==> config.mk <==
export PLATFORM = sky130hd
export DESIGN_NAME = multi_edge_detector
export DESIGN_NICKNAME = d
export VERILOG_FILES = /design/src/rtl/multi_edge_detector.sv
export SDC_FILE = /design/constraint.sdc
export NUM_CORES = 1
export LEC_CHECK = 0
export BUFFER_PORTS_ARGS = -buffer_cell sky130_fd_sc_hd__buf_2
export CAP_MARGIN = 10
export CORE_AREA = 8 8 66 68
export CTS_CLUSTER_DIAMETER = 40
export CTS_CLUSTER_SIZE = 24
export DETAILED_ROUTE_END_ITERATION = 10
export DIE_AREA = 0 0 74 76
export PLACE_DENSITY = 0.86
export SLEW_MARGIN = 5
export SYNTH_ARGS = -nofsm -noshare
export SYNTH_HDL_FRONTEND = slang
export SYNTH_SLANG_ARGS = --single-unit
==> constraint.sdc <==
create_clock -name clk -period 2.3 [get_ports clk]
set_input_delay 0.46 -clock clk [delete_from_list [all_inputs] [get_ports clk]]
set_output_delay 0.46 -clock clk [all_outputs]
set_load 0.02 [all_outputs]
==> src/rtl/multi_edge_detector.sv <==
// Multi-channel edge detector: synchronise, debounce, then emit a clean level,
// one-cycle rise/fall pulses, sticky maskable edge flags and an aggregate irq.
module multi_edge_detector #(
    parameter int   CHANNELS        = 4,
    parameter int   SYNC_STAGES     = 2,
    parameter int   DEBOUNCE_CYCLES = 16,
    parameter logic RESET_LEVEL     = 1'b0
) (
    input  logic                clk,
    input  logic                rst_n,
    input  logic [CHANNELS-1:0] signal_in,
    input  logic [CHANNELS-1:0] rise_en,
    input  logic [CHANNELS-1:0] fall_en,
    input  logic [CHANNELS-1:0] flag_clr,
    output logic [CHANNELS-1:0] level_out,
    output logic [CHANNELS-1:0] rise_pulse,
    output logic [CHANNELS-1:0] fall_pulse,
    output logic [CHANNELS-1:0] rise_flag,
    output logic [CHANNELS-1:0] fall_flag,
    output logic                irq
);

    localparam int CNT_W = (DEBOUNCE_CYCLES > 1) ? $clog2(DEBOUNCE_CYCLES) : 1;
    localparam logic [CNT_W-1:0] CNT_LAST = CNT_W'(DEBOUNCE_CYCLES - 1);

    logic [CHANNELS-1:0] sync_q [SYNC_STAGES];
    logic [CHANNELS-1:0] sync;
    logic [CNT_W-1:0]    cnt_q  [CHANNELS];
    logic [CNT_W-1:0]    cnt_d  [CHANNELS];
    logic [CHANNELS-1:0] level_q, level_d;
    logic [CHANNELS-1:0] rise_pulse_q, rise_pulse_d;
    logic [CHANNELS-1:0] fall_pulse_q, fall_pulse_d;
    logic [CHANNELS-1:0] rise_flag_q, rise_flag_d;
    logic [CHANNELS-1:0] fall_flag_q, fall_flag_d;
    logic                irq_q;

    assign sync = sync_q[SYNC_STAGES-1];

    always_comb begin
        // NOTE: every signal driven here gets a default first, so no path can infer a latch.
        level_d      = level_q;
        rise_pulse_d = '0;
        fall_pulse_d = '0;
        for (int c = 0; c < CHANNELS; c++) begin
            cnt_d[c] = cnt_q[c];
            // Terminal compare comes before increment, so the counter never wraps.
            if (sync[c] == level_q[c]) begin
                cnt_d[c] = '0;
            end else if (cnt_q[c] == CNT_LAST) begin
                cnt_d[c]        = '0;
                level_d[c]      = sync[c];
                rise_pulse_d[c] = sync[c];
                fall_pulse_d[c] = ~sync[c];
            end else begin
                cnt_d[c] = cnt_q[c] + 1'b1;
            end
        end
        // A set on the same edge as a clear wins.
        rise_flag_d = (rise_pulse_d & rise_en) | (rise_flag_q & ~flag_clr);
        fall_flag_d = (fall_pulse_d & fall_en) | (fall_flag_q & ~flag_clr);
    end

    // NOTE: sequential state uses non-blocking assignments so every flop samples pre-edge values.
    always_ff @(posedge clk or negedge rst_n) begin
        if (!rst_n) begin
            // NOTE: the per-channel arrays are real state, so each element is reset explicitly.
            for (int s = 0; s < SYNC_STAGES; s++) begin
                sync_q[s] <= {CHANNELS{RESET_LEVEL}};
            end
            for (int c = 0; c < CHANNELS; c++) begin
                cnt_q[c] <= '0;
            end
            level_q      <= {CHANNELS{RESET_LEVEL}};
            rise_pulse_q <= '0;
            fall_pulse_q <= '0;
            rise_flag_q  <= '0;
            fall_flag_q  <= '0;
            irq_q        <= 1'b0;
        end else begin
            sync_q[0] <= signal_in;
            for (int s = 1; s < SYNC_STAGES; s++) begin
                sync_q[s] <= sync_q[s-1];
            end
            cnt_q        <= cnt_d;
            level_q      <= level_d;
            rise_pulse_q <= rise_pulse_d;
            fall_pulse_q <= fall_pulse_d;
            rise_flag_q  <= rise_flag_d;
            fall_flag_q  <= fall_flag_d;
            irq_q        <= |(rise_flag_q | fall_flag_q);
        end
    end

    assign level_out  = level_q;
    assign rise_pulse = rise_pulse_q;
    assign fall_pulse = fall_pulse_q;
    assign rise_flag  = rise_flag_q;
    assign fall_flag  = fall_flag_q;
    assign irq        = irq_q;

endmodule

# Yosys cells after proc, flatten, opt, wreduce, memory -nomap -nowiden
# Index checks and enable logic that the tools add are counted.
# word_totals
ff_bits,45
in_bits,18
out_inout_bits,21
wordCells,72
# op_classes
add_sub_neg,4
eq_ne,8
muxes,24
bitwise,16
reduce_logical,5
# op_table
operator,n
two-way mux 4 bit,8
adder 4 x 1 -> 4 bit (second input constant),4
bitwise AND 4 bit,4
== test 4 bit (second input constant),4
two-way mux 1 bit,16
OR 4 bit,3
NOT 1 bit,8
AND reduction 2 bit,4
== test 1 bit,4
NOT 4 bit,1
OR reduction 4 bit,1

# Longest topological paths before layout
# logic_depth
depth_word,5
depth_mapped,4

# Worst setup path after synthesis
# Ideal clock, no wire load.
# synth_timing
path_type,reg2reg
startpoint,register cnt_q[12] (netlist name)
endpoint,"register level_q[0], in the netlist level_out[0]"
setup_ps,125
t_arrival_ps,1071
t_required_ps,2175
path_slack_ps,1104
path_stages_with_launch,4
n_path_buf,0
cell_sequence,dfrtp_1 -> ha_1 -> nand3_2 -> mux2_2
# synth_between
elab_chain_cells,2
# synth_rtl
element,line_no,text
from (decl),28,logic [CNT_W-1:0] cnt_q [CHANNELS];
from (signal assigned),84,cnt_q <= cnt_d;
== test 4 bit,49,end else if (cnt_q[c] == CNT_LAST) begin
AND reduction 2 bit (no source line),--,
to (signal assigned),73,level_q <= {CHANNELS{RESET_LEVEL}};
to (signal assigned),85,level_q <= level_d;
to (decl),30,"logic [CHANNELS-1:0] level_q, level_d;"
# Every way passes these cells.
# A chain may end at the register's enable or synchronous reset.

# Final worst setup path
# layout_timing
startpoint,"register level_q[0], in the netlist level_out[0]"
endpoint,output level_out[0]
# layout_lines
element,line_no,text
to (decl),15,"output logic [CHANNELS-1:0] level_out,"
# No word-level cell between the ends.

==> results by group <==
Detailed routing
  • Via/cell ratio: 5.13
  • Vias: 1102
  • Final wirelength: 3.31 mm
  • DRC: 0
  • Drt wl/cell: 15.4 um
  • Initial DRC Count: 63
  • ANT nets after route: 0
  • First-pass iteration count of the detailed router: 4

Timing
  • Slew headroom: 0.732
  • Max Fclk: 673 MHz
  • Post-route clock period utilization: 0.646
  • Total negative slack: 0 ps
  • Finish-stage setup viols: 0
  • Least-Margin Pin Slew: 402 ps
  • Tmin final: 1490 ps
  • Final Hold Vio Count: 0
  • Pins over their slew limit: 0
  • Clock Skews: 9.14 ps
  • RSZ-0062 raised after global routing: no

Worst setup path
  • FF-to-FF setup slack: 1010 ps
  • Top Family by Delay on Critical Path: flip-flops
  • Critical path launch point type: register
  • Crit-path max FO: 5
  • WP buf/inv: 1
  • Worst setup EP type: primary output
  • Kind of critical path: register to primary output
  • Worst Setup EP: level_out[0]
  • Worst path cell trace: buf_2
  • Setup crit start: level_out[0]
  • Worst path arrival time: 1030 ps
  • Reg-to-reg endpoint: rise_flag[0]
  • Critical path depth: 1
  • Critical Path Max Stage Delay: 470 ps
  • Worst reg-to-reg path cell count: 4
  • Worst r2r src: cnt_q[12]
  • Critical path required time: 1840 ps
  • Slowest cell on crit path: dfrtp_1

GRT
  • Largest net degree at the start of global routing: 28
  • Vias in the first global route: 1191
  • Initial antenna violation count: 0
  • Total gr overflow: 0
  • Gr usage total: 0.124
  • First-pass GRT wire length: 5.33 mm

Synth
  • Most common flop cell mapped by yosys: dfrtp_1
  • Post-synthesis mux area share: 0.0263
  • Ys Warns: 0
  • Largest cells by area after synthesis: dfrtp_1, nor3b_2, a22o_1
  • Syn_area_per_cell: 14.3 um^2
  • Adder-Cell Fraction of Synth Area: 0.0292
  • FFs w/ async S/R, synth: 1.00
  • Count of cell types in the netlist: 17
  • Yosys reg bits: 45
  • Yosys top cell area share: 0.656
  • Post-Synth XOR/XNOR Area: 0.0408
  • Most numerous cell in the Yosys netlist: dfrtp_1
  • Post-Syn Instances: 120
  • Complex-gate fraction of the synthesized area: 0.0861
  • Post-Synth Simple-Gate Area: 0.144
  • Cell accounting for the most synthesized area: dfrtp_1
  • Post-synthesis sequential area ratio: 0.656
  • Cell Area, Synth: 1720 um^2
  • Number of synthesized flops with an enable pin: 0
  • Dominant combinational cell family by area after synthesis: simple AND/OR/NAND/NOR gates
  • Syn nets: 142

CTS
  • CTS tree: built
  • Htree depth: 2
  • Worst-path clk slew: 120 ps
  • CTS resizes: 0
  • Deepest clock path buffer count: 2
  • CTS Hold Bufs: 0
  • Clock Latency Late Sink: 360 ps
  • Root buffer cell: clkbuf_4
  • # clock sinks: 45
  • Post-CTS setup buffers: 0
  • CTS Buf Count: 5

Power
  • Sw frac: 0.216
  • Sequential Power Share: 0.593
  • Leak pwr: 1.01 nW
  • Psw: 0.306 mW
  • Cell Int Power: 1.11 mW
  • Max VDD drop: 0.270 mV
  • Comb pwr share: 0.055
  • Power per Cell Area: 688 nW/um^2
  • Clock power share: 0.352

Final layout
  • Fin nets: 188
  • Finished Cell Area: 2060 um^2
  • Final Util: 0.598
  • Share of layout cells above drive strength 1: 0.371
  • Antenna diodes: 0
  • P&R area growth vs syn: 20.0%

Min path
  • Min-delay worst type: primary input to async pin

Die
  • Placeable Area: 3440 um^2
  • DIE WIDTH: 74 um
  • Total die area: 5620 um^2
  • Starting Density: 0.499
  • Io pins: 39
  • Site row count: 22
  • Die H: 76 um

Run
  • # Max-Cap Violations: 0

Placed design
  • Post-Place Cell Area: 1970 um^2
  • Detailed placer's ending HPWL: 2.53 mm
  • PortBufs: 38
  • Placer Congestion: 0.759

Run status
  • Status: completed
[metrics by stage]
step                instances  total power, mW  hold WS [ps]  worst slack (ps)
detailed placement        207            0.934           336              1030
global route              215             1.47          32.9               760
global placement          207            0.922           332              1090
CTS                       215             1.43          20.4               810
floorplan                 120            0.888           164              1100
finish                    215             1.42          9.12               814
[kinds of logic (layout without fill, tap and decap cells)]
logic type	after synthesis	count (layout)
mux	4	4
buf+inv	8	55
xor+xnor	8	8
flops	45	45
compound gates	22	22
fa+ha+maj	4	4
simple gates	29	29
[layout by cell type (no fill, tap or decap)]
cell       Yosys  routed
nor2b_1        4       4
ha_1           4       4
clkbuf_4       0       5
mux2_2         4       4
xnor2_1        8       8
nand2_1        1       1
clkbuf_1       0       1
nor2_1         4       4
buf_4          0       1
clkbuf_8       0       1
a311oi_1       2       2
nand4b_1       4       4
nor3b_1        2       2
nor4_1         2       2
o21ai_0        4       4
a21oi_1        8       8
a22o_1         8       8
buf_2          0      38
inv_1          8       8
dfrtp_1       45      45
bufinv_16      0       1
nor3b_2        8       8
nand3_2        4       4
[state kept, by name (all words and copies together), names as in the netlist, 4 cells and up]
register and flops:
cnt_q 16, fall_flag 4, fall_pulse 4, level_out 4
rise_flag 4, rise_pulse 4, sync 4, sync_q 4
[worst min path at each step]
stage                                to  slack (ps)
after global routing      rise_pulse[2]          30
after global placement          sync[3]         330
after detailed placement        sync[1]         340
after CTS                 fall_pulse[2]          20
after floorplan                cnt_q[0]         160
final                     rise_pulse[2]           9
[power groups by stage]
stage,registers [mW],clock network (mW),logic (mW)
finish,0.840,0.498,0.0786
global route,0.844,0.535,0.0909
global placement,0.850,0,0.0718
floorplan,0.849,0,0.0388
CTS,0.840,0.507,0.0804
detailed placement,0.855,0,0.0787
[final cells by class]
| type | instances | area [um^2] |
|---|---|---|
| sequential | 45 | 1130 |
| clock buffer | 7 | 55.1 |
| timing repair buffer | 39 | 198 |
| multi-input combinational | 67 | 559 |
| tap | 48 | 60.1 |
| clock inverter | 1 | 30.0 |
| inverter | 8 | 30.0 |
| fill | 268 | 1380 |
[routing by layer]
metal | global-route usage | up-vias | wire length [um]
li1 | - | 519 | -
met1 | 0.123 | 537 | 1290
met2 | 0.214 | 40 | 1660
met3 | 0.0434 | 6 | 291
met4 | 0.0660 | 0 | 67
met5 | 0 | - | 0
(Power assumes the default switching activity.)
